==> src/rtl/npu_host_seq_if.sv <==
// npu_host_seq_if: command, response and NPU port bundle.
// master = sequencer side; slave = command producer plus NPU.
interface npu_host_seq_if #(
    parameter int ADDR_W = 16,
    parameter int DATA_W = 32
);
    logic              cmd_valid;
    logic              cmd_ready;
    logic [1:0]        cmd_op;
    logic [ADDR_W-1:0] cmd_addr;
    logic [DATA_W-1:0] cmd_data;
    logic [DATA_W-1:0] cmd_mask;
    logic              ena;
    logic              wea;
    logic [ADDR_W-1:0] addra;
    logic [DATA_W-1:0] dina;
    logic [DATA_W-1:0] douta;
    logic              rsp_valid;
    logic [DATA_W-1:0] rsp_data;
    logic              rsp_err;
    logic              busy;

    modport master (
        input  cmd_valid, cmd_op, cmd_addr,
        input  cmd_data, cmd_mask, douta,
        output cmd_ready, ena, wea, addra, dina,
        output rsp_valid, rsp_data, rsp_err, busy
    );

    modport slave (
        output cmd_valid, cmd_op, cmd_addr,
        output cmd_data, cmd_mask, douta,
        input  cmd_ready, ena, wea, addra, dina,
        input  rsp_valid, rsp_data, rsp_err, busy
    );
endinterface

==> src/rtl/npu_host_seq.sv <==
// npu_host_seq: queued WRITE/READ/POLL/WAIT master for the NPU port.
// Define NPU_HOST_POLL_TIMEOUT_EN to bound POLL retries (rsp_err).
module npu_host_seq #(
    parameter int ADDR_W       = 16,
    parameter int DATA_W       = 32,
    parameter int FIFO_DEPTH   = 8,
    parameter int POLL_TIMEOUT = 4096
) (
    input  logic           clk,
    input  logic           rst,
    npu_host_seq_if.master bus
);
    localparam int AW = $clog2(FIFO_DEPTH);
    localparam logic [AW:0] FULL_CNT = (AW+1)'(FIFO_DEPTH);
    localparam logic [AW:0] CNT_ONE  = (AW+1)'(1);

    typedef enum logic [1:0] {
        OP_WR   = 2'b00,
        OP_RD   = 2'b01,
        OP_POLL = 2'b10,
        OP_WAIT = 2'b11
    } op_e;

    typedef enum logic [2:0] {
        S_IDLE, S_WR, S_RD, S_RGAP, S_CHECK, S_WAIT
    } state_e;

    typedef struct packed {
        logic [1:0]        op;
        logic [ADDR_W-1:0] addr;
        logic [DATA_W-1:0] data;
        logic [DATA_W-1:0] mask;
    } cmd_t;

    cmd_t          mem [FIFO_DEPTH];
    logic [AW-1:0] wptr, rptr;
    logic [AW:0]   count, count_nx;
    logic          full, empty, push, pop;
    cmd_t          head, cur;

    state_e        state, state_nx;
    logic [15:0]   wcnt;
    logic          match, poll_to;

    logic              ena_q, wea_q, rv_q, err_q, busy_q;
    logic [ADDR_W-1:0] addra_q;
    logic [DATA_W-1:0] dina_q, rsp_data_q;
    logic              ena_d, wea_d, rv_d, err_d;
    logic [ADDR_W-1:0] addra_d;
    logic [DATA_W-1:0] dina_d;

    assign full  = (count == FULL_CNT);
    assign empty = (count == '0);
    assign push  = bus.cmd_valid && !full;
    assign pop   = (state == S_IDLE) && !empty;
    assign head  = mem[rptr];

    assign bus.cmd_ready = !full;
    assign bus.ena       = ena_q;
    assign bus.wea       = wea_q;
    assign bus.addra     = addra_q;
    assign bus.dina      = dina_q;
    assign bus.rsp_valid = rv_q;
    assign bus.rsp_data  = rsp_data_q;
    assign bus.rsp_err   = err_q;
    assign bus.busy      = busy_q;

    // Masked POLL compare against the word the NPU returns in RGAP.
    assign match = ((bus.douta ^ cur.data) & cur.mask) == '0;

`ifdef NPU_HOST_POLL_TIMEOUT_EN
    localparam int PW = $clog2(POLL_TIMEOUT + 1);
    logic [PW-1:0] pcnt;

    // Read strobes issued by the current POLL.
    always_ff @(posedge clk or posedge rst) begin
        if (rst) begin
            pcnt <= '0;
        end else if (pop) begin
            pcnt <= '0;
        end else if (state == S_RD) begin
            pcnt <= pcnt + PW'(1);
        end
    end

    assign poll_to = (pcnt == PW'(POLL_TIMEOUT));
`else
    // Unbounded: POLL retries until it matches.
    assign poll_to = (POLL_TIMEOUT < 0);
`endif

    // Command storage; entries need no reset.
    always_ff @(posedge clk) begin
        if (push) begin
            mem[wptr] <= '{
                op:   bus.cmd_op,
                addr: bus.cmd_addr,
                data: bus.cmd_data,
                mask: bus.cmd_mask
            };
        end
    end

    // Occupancy after this cycle's push/pop.
    always_comb begin
        count_nx = count;
        case ({push, pop})
            2'b10:   count_nx = count + CNT_ONE;
            2'b01:   count_nx = count - CNT_ONE;
            default: count_nx = count;
        endcase
    end

    // FIFO pointers and occupancy.
    always_ff @(posedge clk or posedge rst) begin
        if (rst) begin
            wptr  <= '0;
            rptr  <= '0;
            count <= '0;
        end else begin
            if (push) wptr <= wptr + AW'(1);
            if (pop)  rptr <= rptr + AW'(1);
            count <= count_nx;
        end
    end

    // Next state and next registered port values.
    always_comb begin
        state_nx = state;
        ena_d    = 1'b0;
        wea_d    = 1'b0;
        addra_d  = addra_q;
        dina_d   = dina_q;
        rv_d     = 1'b0;
        err_d    = 1'b0;
        unique case (state)
            S_IDLE: begin
                if (!empty) begin
                    unique case (1'b1)
                        head.op == OP_WR: begin
                            state_nx = S_WR;
                            ena_d    = 1'b1;
                            wea_d    = 1'b1;
                            addra_d  = head.addr;
                            dina_d   = head.data;
                        end
                        head.op == OP_RD,
                        head.op == OP_POLL: begin
                            state_nx = S_RD;
                            ena_d    = 1'b1;
                            addra_d  = head.addr;
                        end
                        head.op == OP_WAIT: begin
                            if (head.data[15:0] != '0)
                                state_nx = S_WAIT;
                        end
                        default: ;
                    endcase
                end
            end
            S_WR:   state_nx = S_IDLE;
            S_RD:   state_nx = S_RGAP;
            S_RGAP: begin
                state_nx = S_CHECK;
                if (cur.op == OP_RD || match) begin
                    rv_d = 1'b1;
                end else if (poll_to) begin
                    rv_d  = 1'b1;
                    err_d = 1'b1;
                end
            end
            S_CHECK: begin
                if (rv_q) begin
                    state_nx = S_IDLE;
                end else begin
                    state_nx = S_RD;
                    ena_d    = 1'b1;
                    addra_d  = cur.addr;
                end
            end
            S_WAIT: begin
                if (wcnt == 16'd1)
                    state_nx = S_IDLE;
            end
            default: state_nx = S_IDLE;
        endcase
    end

    // State, latched command, counters and registered outputs.
    always_ff @(posedge clk or posedge rst) begin
        if (rst) begin
            state      <= S_IDLE;
            cur        <= '0;
            wcnt       <= '0;
            ena_q      <= 1'b0;
            wea_q      <= 1'b0;
            addra_q    <= '0;
            dina_q     <= '0;
            rv_q       <= 1'b0;
            err_q      <= 1'b0;
            rsp_data_q <= '0;
            busy_q     <= 1'b0;
        end else begin
            state   <= state_nx;
            ena_q   <= ena_d;
            wea_q   <= wea_d;
            addra_q <= addra_d;
            dina_q  <= dina_d;
            rv_q    <= rv_d;
            err_q   <= err_d;
            busy_q  <= (count_nx != '0) || (state_nx != S_IDLE);
            if (pop) begin
                cur  <= head;
                wcnt <= head.data[15:0];
            end else if (state == S_WAIT) begin
                wcnt <= wcnt - 16'd1;
            end
            if (state == S_RGAP)
                rsp_data_q <= bus.douta;
        end
    end
endmodule

==> src/flat_wrapper.sv <==
// flat-port wrapper written by rule: the top's interface ports become plain ports
module npu_host_seq_flat 
#(
    parameter int ADDR_W       = 16,
    parameter int DATA_W       = 32,
    parameter int FIFO_DEPTH   = 8,
    parameter int POLL_TIMEOUT = 4096
)
  (clk, rst, bus_cmd_valid, bus_cmd_op, bus_cmd_addr, bus_cmd_data, bus_cmd_mask, bus_douta, bus_cmd_ready, bus_ena, bus_wea, bus_addra, bus_dina, bus_rsp_valid, bus_rsp_data, bus_rsp_err, bus_busy);
  npu_host_seq_if #(.ADDR_W(ADDR_W), .DATA_W(DATA_W)) bus_i ();
  input  logic clk;
  input  logic rst;
  input wire logic [$bits(bus_i.cmd_valid)-1:0] bus_cmd_valid;
  input wire logic [$bits(bus_i.cmd_op)-1:0] bus_cmd_op;
  input wire logic [$bits(bus_i.cmd_addr)-1:0] bus_cmd_addr;
  input wire logic [$bits(bus_i.cmd_data)-1:0] bus_cmd_data;
  input wire logic [$bits(bus_i.cmd_mask)-1:0] bus_cmd_mask;
  input wire logic [$bits(bus_i.douta)-1:0] bus_douta;
  output wire logic [$bits(bus_i.cmd_ready)-1:0] bus_cmd_ready;
  output wire logic [$bits(bus_i.ena)-1:0] bus_ena;
  output wire logic [$bits(bus_i.wea)-1:0] bus_wea;
  output wire logic [$bits(bus_i.addra)-1:0] bus_addra;
  output wire logic [$bits(bus_i.dina)-1:0] bus_dina;
  output wire logic [$bits(bus_i.rsp_valid)-1:0] bus_rsp_valid;
  output wire logic [$bits(bus_i.rsp_data)-1:0] bus_rsp_data;
  output wire logic [$bits(bus_i.rsp_err)-1:0] bus_rsp_err;
  output wire logic [$bits(bus_i.busy)-1:0] bus_busy;
  assign bus_i.cmd_valid = bus_cmd_valid;
  assign bus_i.cmd_op = bus_cmd_op;
  assign bus_i.cmd_addr = bus_cmd_addr;
  assign bus_i.cmd_data = bus_cmd_data;
  assign bus_i.cmd_mask = bus_cmd_mask;
  assign bus_i.douta = bus_douta;
  assign bus_cmd_ready = bus_i.cmd_ready;
  assign bus_ena = bus_i.ena;
  assign bus_wea = bus_i.wea;
  assign bus_addra = bus_i.addra;
  assign bus_dina = bus_i.dina;
  assign bus_rsp_valid = bus_i.rsp_valid;
  assign bus_rsp_data = bus_i.rsp_data;
  assign bus_rsp_err = bus_i.rsp_err;
  assign bus_busy = bus_i.busy;
  npu_host_seq #(.ADDR_W(ADDR_W), .DATA_W(DATA_W), .FIFO_DEPTH(FIFO_DEPTH), .POLL_TIMEOUT(POLL_TIMEOUT)) u_core (.clk(clk), .rst(rst), .bus(bus_i));
endmodule
==> config.mk <==
export PLATFORM = sky130hd
export DESIGN_NAME = npu_host_seq_flat
export DESIGN_NICKNAME = d
export VERILOG_FILES = /design/src/rtl/npu_host_seq_if.sv /design/src/rtl/npu_host_seq.sv /design/src/flat_wrapper.sv
export SDC_FILE = /design/constraint.sdc
export NUM_CORES = 1
export LEC_CHECK = 0
export CORE_ASPECT_RATIO = 0.9
export CORE_MARGIN = 4
export CORE_UTILIZATION = 63
export DETAILED_ROUTE_END_ITERATION = 8
export GPL_ROUTABILITY_DRIVEN = 0
export PLACE_DENSITY = 0.84
export REMOVE_ABC_BUFFERS = 1
export SLEW_MARGIN = 20
export SYNTH_ARGS = -nofsm -noshare
export SYNTH_HDL_FRONTEND = slang
export SYNTH_SLANG_ARGS = --single-unit
==> constraint.sdc <==
create_clock -name clk -period 14.53 [get_ports clk]
set_clock_uncertainty 0.05 [all_clocks]
set_input_delay 2.1795 -clock clk [delete_from_list [all_inputs] [get_ports clk]]
set_output_delay 2.1795 -clock clk [all_outputs]
set_load 0.005 [all_outputs]
==> flow_metrics.tcl, run 1 <==
set metrics [dict create \
    track_usage_pct 27.7 \
    cts_max_level 3 \
    drtIter0Drc 2188 \
    io_buffers 201 \
    fill_cells 2732 \
    drc 0 \
    synthSimpleGateAreaFrac_pct 3.16 \
    p_leak_nw 13.4 \
    gr-usage-met2_pct 45.1 \
    clkSlewWorstSetupHoldPaths_ns 0.06 \
    cts_resized 0 \
    grt_pass1_vias 18100 \
    cts_tree "done" \
    viasPerCell 6.40 \
    cp-end-kind "flop" \
    routedWlPerCell_um 27.8 \
    critical_path.top_delay_family "buffers and inverters" \
    cts_buffers 80 \
    die_width_um 247 \
    setup-tns-final_ns 0 \
    synth_top_family_by_area "multiplexers" \
    finalCritPeriodShare_pct 35.4 \
    muxShareOfSynthArea_pct 15.0 \
    rr_worst_depth 8 \
    path_class "primary input to flop" \
    hp-class "flop to flop" \
    dpl.hpwl_um 40600 \
    cap_violations 0 \
    synth_compound_area_share_pct 3.39 \
    setup_ws_ns 9.39 \
    die_h_um 224 \
    status "complete, no violations" \
    synth_fa_ha_area_share_pct 0.408 \
    slowest_delay_ns 0.80 \
    nNetsFinal 2065 \
    r2r-start "u_core.rptr[0]" \
    cts-root-buf "clkbuf_16" \
    fin_crit_ns 5.14 \
    ys_seq_elements 851 \
    insertion_delay_ns 0.63 \
    ios 203 \
    met1_usage_pct 37.0 \
    setup_viol 0 \
    crit_path_top_delay_cell "buf_4" \
    grtUsageMet3_pct 6.89 \
    power_density_nw_per_um2 214 \
    gr-total-overflow 0 \
    syn_inst 1715 \
    max_freq_mhz 195 \
    finalMaxSlewViolations 0 \
    max-slew-margin-rel_pct 25.4 \
    ys_seq_area_share_pct 75.6 \
    cts_hold_buffers 0 \
    grt_pass1_wl_um 113000 \
    ir_drop_v 0.000148 \
    initial_core_util_pct 64.1 \
    grt_max_degree 118 \
    ant_nets 0 \
    synthFlopType "edfxtp_1" \
    wl_um 74700 \
    die_area_um2 55300 \
    crit_end "u_core.mem[0][64]" \
    fp-row-count 78 \
    dr_total_vias 17200 \
    synth_area_um2 32500 \
    finalHoldViolCount 0 \
    syn_area_per_cell_um2 19.0 \
    critPathArrivalTime_ns 5.33 \
    synth_warnings 0 \
    core_area_um2 50700 \
    postCtsSetupBuffers 0 \
    antenna_found_initial 9 \
    tightest_slew_ns 1.12 \
    area_growth_pct 17.0 \
    yosysUniqueCellTypes 49 \
    synth_edf_count 656 \
    cts_sinks 851 \
    critical_path_buf_inv_count 3 \
    post-place-ws_ns 8.76 \
    crit_path_cell_trace "clkdlybuf4s50_1, nand2_1, or2_2, nor3_2, buf_4, buf_4" \
    crit_top_cell "buf_4" \
    top_usage_layer "met2" \
    r2r_end "u_core.bus.addra[1]" \
    first_pass_iters 6 \
    drive_gt1_share_pct 18.1 \
    cts_buffer_depth 3 \
    synth-xor-area-share_pct 1.08 \
    setup.worst_path.start "bus_cmd_valid" \
    rsz0062_at_grt "no" \
    critPathMaxFanout 57 \
    crit_path_start_kind "primary input" \
    path_depth 6 \
    async_flop_share_pct 22.9 \
    final_util_pct 75.0 \
    regToRegSetupSlack_ns 10.18 \
    worstPathRequired_ns 14.71 \
]
power breakdown:
part	switching (mW)	internal (mW)
logic	1.35	1.12
clock network	0.890	1.24
registers	0.341	3.20
through the flow:
step                cells  hold slack, ns  total power, mW  area (um2)
floorplan            1629           0.395             5.28       32100
CTS                  2683           0.436             8.18       38000
global route         2685           0.463             8.54       38000
detailed placement   2536           0.423             5.99       35300
finish               2687           0.430             8.15       38000
global placement     2534           0.412             5.86       35300
placed cells by master (no fill, tap or decap), drive strengths merged, types with 3 or more instances in the layout:
cell type      synthesis  routed
or2                    4       4
nor2                  48      48
clkdlybuf4s50          0     201
inv                   14      18
xor2                  34      34
or3                    9       9
xnor2                  6       6
o21ai                123     123
nand2b                 3       3
buf                   46      26
nand3                  8       8
o22ai                  4       4
nor4                   7       7
a22oi                 16      16
mux2                  33      33
edfxtp               656     656
ha                     9       9
a21oi                 22      22
dfrtp                195     195
nand4                  8       8
mux2i                 82      82
nand2                138     138
o311a                  3       3
bufinv                 0       8
a211o                  3       3
clkbuf                40     111
diode                  0       4
mux4                 164     164
nor3                   7       7
clkinv                 0      23
a21o                  13      13
tightest hold or removal path, stage by stage (launching register included):
cell	delay [ns]
dfrtp_1	0.34
nand2_1	0.05
o21ai_0	0.06
cell families after synthesis:
logic type      Yosys count
buf+inv                 100
xor+xnor                 40
fa+ha+maj                10
compound gates          194
other cells               1
mux                     279
flops                   851
simple gates            240
synthesized netlist by cell type (2+ instances only):
| library cell | n | area, um2 |
|---|---|---|
| buf_1 | 14 | 52.6 |
| nor3_1 | 7 | 35.0 |
| buf_6 | 3 | 33.8 |
| nor3b_1 | 2 | 15.0 |
| inv_1 | 13 | 48.8 |
| a211o_1 | 3 | 26.3 |
| clkbuf_1 | 40 | 150 |
| mux4_2 | 164 | 3690 |
| or3_1 | 9 | 56.3 |
| dfrtp_1 | 195 | 4880 |
| xor2_1 | 34 | 298 |
| o311a_1 | 3 | 30.0 |
| xnor2_1 | 6 | 52.6 |
| buf_2 | 27 | 135 |
| o22ai_1 | 4 | 25.0 |
| nor2_1 | 48 | 180 |
| a21oi_1 | 22 | 110 |
| mux2i_1 | 82 | 821 |
| nand4_1 | 8 | 50.1 |
| o211ai_1 | 2 | 15.0 |
| edfxtp_1 | 656 | 19700 |
| o21ai_0 | 45 | 225 |
| buf_4 | 2 | 15.0 |
| or2_1 | 3 | 18.8 |
| nor4_1 | 7 | 43.8 |
| o21ai_1 | 78 | 390 |
| a31o_1 | 2 | 17.5 |
| nand2_1 | 138 | 518 |
| nand2b_1 | 3 | 18.8 |
| a21o_1 | 13 | 97.6 |
| a22oi_1 | 16 | 120 |
| ha_1 | 9 | 113 |
| mux2_2 | 33 | 372 |
| a31oi_1 | 2 | 12.5 |
| nand3_1 | 8 | 40.0 |
state kept, by name, summed over array words and instances, names as in the netlist, 3 cells and up:
| signal | cells |
|---|---|
| u_core.rptr | 3 |
| u_core.wptr | 3 |
| u_core.wcnt | 16 |
| u_core.bus.addra | 16 |
| u_core.mem | 656 |
| u_core.cur | 82 |
| u_core.bus.dina | 32 |
| u_core.state | 3 |
| u_core.count | 4 |
| u_core.bus.rsp_data | 32 |
how the worst min path moves through the flow:
| stage | from | endpoint | depth (start not counted) |
|---|---|---|---|
| final | u_core.bus.dina[8] | u_core.bus.dina[8] | 2 |
| after global routing | u_core.bus.dina[3] | u_core.bus.dina[3] | 2 |
| after CTS | u_core.bus.dina[8] | u_core.bus.dina[8] | 2 |
| after detailed placement | u_core.bus.dina[8] | u_core.bus.dina[8] | 2 |
| after global placement | u_core.cur[80] | u_core.cur[80] | 2 |
| after floorplan | u_core.cur[71] | u_core.cur[71] | 2 |
layer usage:
layer,vias up,part of all wire [%]
li1,7194,-
met1,8886,37
met2,917,51
met3,199,8.8
met4,12,3.7
met5,-,0.092
cell type report:
type / instances / area [um2] / area share (%)
antenna: 4 / 10.0 / 0.0263
clock buffer: 111 / 2270 / 5.97
clock inverter: 36 / 425 / 1.12
inverter: 14 / 60.1 / 0.158
multi-input combinational: 764 / 7590 / 20.0
sequential: 851 / 24600 / 64.6
tap: 680 / 851 / 2.24
timing repair buffer: 227 / 2240 / 5.90
No activity file was read; power rests on OpenSTA's default activity.
==> inputs of run 2 (changes only) <==
- CORE_UTILIZATION: 63 -> 59
- PLACE_DENSITY: 0.84 -> 0.79
- clock period: 14.53 -> 5.4 ns (I/O delays scaled with it)
==> run 2 against run 1 <==
  * Critical path depth unchanged
  * Non-clock buffer count rose by 3
  * Wire length fell by 7.0%
  * Global-route usage down 3.8 points
  * Core utilization decreased by 4.6 points
  * Final area up 0.65%
  * Clock power grew to 2.7 times the previous value
==> flow_metrics.tcl, run 2 (same netlist as run 1, synthesis figures left out) <==
set metrics [dict create \
    finalCritPeriodShare_pct 72.8 \
    p_leak_nw 13.5 \
    placed_area_um2 35500 \
    nNetsFinal 2071 \
    ir_drop_v 0.000384 \
    path_class "flop to flop" \
    postCtsSetupBuffers 0 \
    r2r-start "u_core.count[1]" \
    finalMaxSlewViolations 0 \
    cts_sinks 851 \
    placed_cells 2564 \
    crit_path_start_kind "flop" \
    die_area_um2 58900 \
    rsz0062_at_grt "no" \
    cp-end-kind "flop" \
    final_cells 2724 \
    final_common_cell "edfxtp_1" \
    insertion_delay_ns 0.61 \
    final_cell_mix "edfxtp_1, clkdlybuf4s50_1, dfrtp_1" \
    whs_path_depth 2 \
    largest_reg_flops 656 \
    first_pass_iters 5 \
    tightest_slew_ns 1.06 \
    cts_buffers 83 \
    cts_max_level 3 \
    critPathArrivalTime_ns 4.32 \
    critical_path_buf_inv_count 1 \
    clkSlewWorstSetupHoldPaths_ns 0.07 \
    max-slew-margin-rel_pct 29.2 \
    min_from "u_core.cur[73]" \
    regToRegSetupSlack_ns 1.47 \
    dpl.hpwl_um 39600 \
    core_area_um2 54400 \
    setup_ws_ns 1.47 \
    grt_pass1_wl_um 106000 \
    cts_tree "done" \
    fp-row-count 81 \
    cap_violations 0 \
    track_usage_pct 24.0 \
    crit_path_top_delay_cell "buf_4" \
    wl_um 69500 \
    holdPathEnd "u_core.cur[73]" \
    cts-root-buf "clkbuf_16" \
    power_density_nw_per_um2 569 \
    viasPerCell 6.08 \
    fin_area_um2 38300 \
    cts_hold_buffers 0 \
    finalHoldViolCount 0 \
    post-place-ws_ns 1.53 \
    drive_gt1_share_pct 18.4 \
    gr-total-overflow 0 \
    io_buffers 201 \
    ant_nets 0 \
    grt_max_degree 110 \
    fin_crit_ns 3.93 \
    hp-class "flop to flop" \
    initial_core_util_pct 59.8 \
    drtIter0Drc 1603 \
    antenna_found_initial 10 \
    cts_buffer_depth 3 \
    critPathMaxFanout 100 \
    max_freq_mhz 254 \
    ios 203 \
    reg_top3 "u_core.mem: 656 flops, u_core.cur: 82 flops" \
    critical_path.top_delay_family "compound AO/OA/AOI/OAI gates" \
    slowest_delay_ns 0.93 \
    die_h_um 231 \
    drc 0 \
    grt_pass1_vias 17300 \
    setup_viol 0 \
    rr_worst_depth 6 \
    setup.worst_path.start "u_core.count[1]" \
    r2r_end "u_core.bus.addra[5]" \
    regMostFlops "u_core.mem" \
    dr_total_vias 16600 \
    worstPathRequired_ns 5.79 \
    total_power_mw 21.8 \
    cts_resized 0 \
    status "complete, no violations" \
    crit_path_cell_trace "o41ai_1, or2_4, buf_4, o22ai_4, nor2_1, a21oi_1" \
    routedWlPerCell_um 25.5 \
    die_width_um 255 \
    area_growth_pct 17.7 \
]
## run 2: routing by layer
layer / vias up / GRT usage [%] / routed length (um)
met4: 8 / 6.32 / 1610
met3: 120 / 6.64 / 6110
li1: 7233 / - / -
met5: - / 0 / 59
met2: 683 / 38.3 / 33900
met1: 8529 / 33.6 / 27800
## run 2: how the worst max path moves through the flow
stage	endpoint	slack, ns	cells past startpoint
2_1_floorplan	u_core.bus.busy	-3.73	7
3_3_place_gp	u_core.bus.addra[11]	1.77	6
3_5_place_dp	u_core.bus.addra[5]	1.53	6
4_1_cts	u_core.bus.addra[9]	1.49	6
5_1_grt	u_core.bus.addra[6]	1.13	6
6_report	u_core.bus.addra[5]	1.47	6
## run 2: power breakdown
group          internal (mW)  total, mW  switching, mW
Clock                   3.48       5.84           2.35
Combinational           3.05       6.39           3.34
Sequential              8.59       9.55          0.953
Total                   15.1       21.8           6.65
## run 2: final cells by class
cell class / count / area, um2
multi-input cells: 764 / 7580
clock buffers: 119 / 2440
well taps: 705 / 882
flip-flops and latches: 851 / 24600
repair buffers: 230 / 2350
fillers: 3240 / 16100
clock inverters: 35 / 360
inverters: 14 / 60.1
diodes: 6 / 15.0
## run 2: through the flow
step	setup TNS, ns	hold WS (ns)	util, %
global route	0	0.454	70.3
CTS	0	0.440	70.3
finish	0	0.435	70.3
detailed placement	0	0.427	65.2
floorplan	-872.51	0.395	-
global placement	0	0.412	65.2
## run 2: worst min-delay path, cell delays in order (launching register included)
cell,delay (ns)
dfrtp_1,0.35
nand2_1,0.05
o21ai_0,0.06
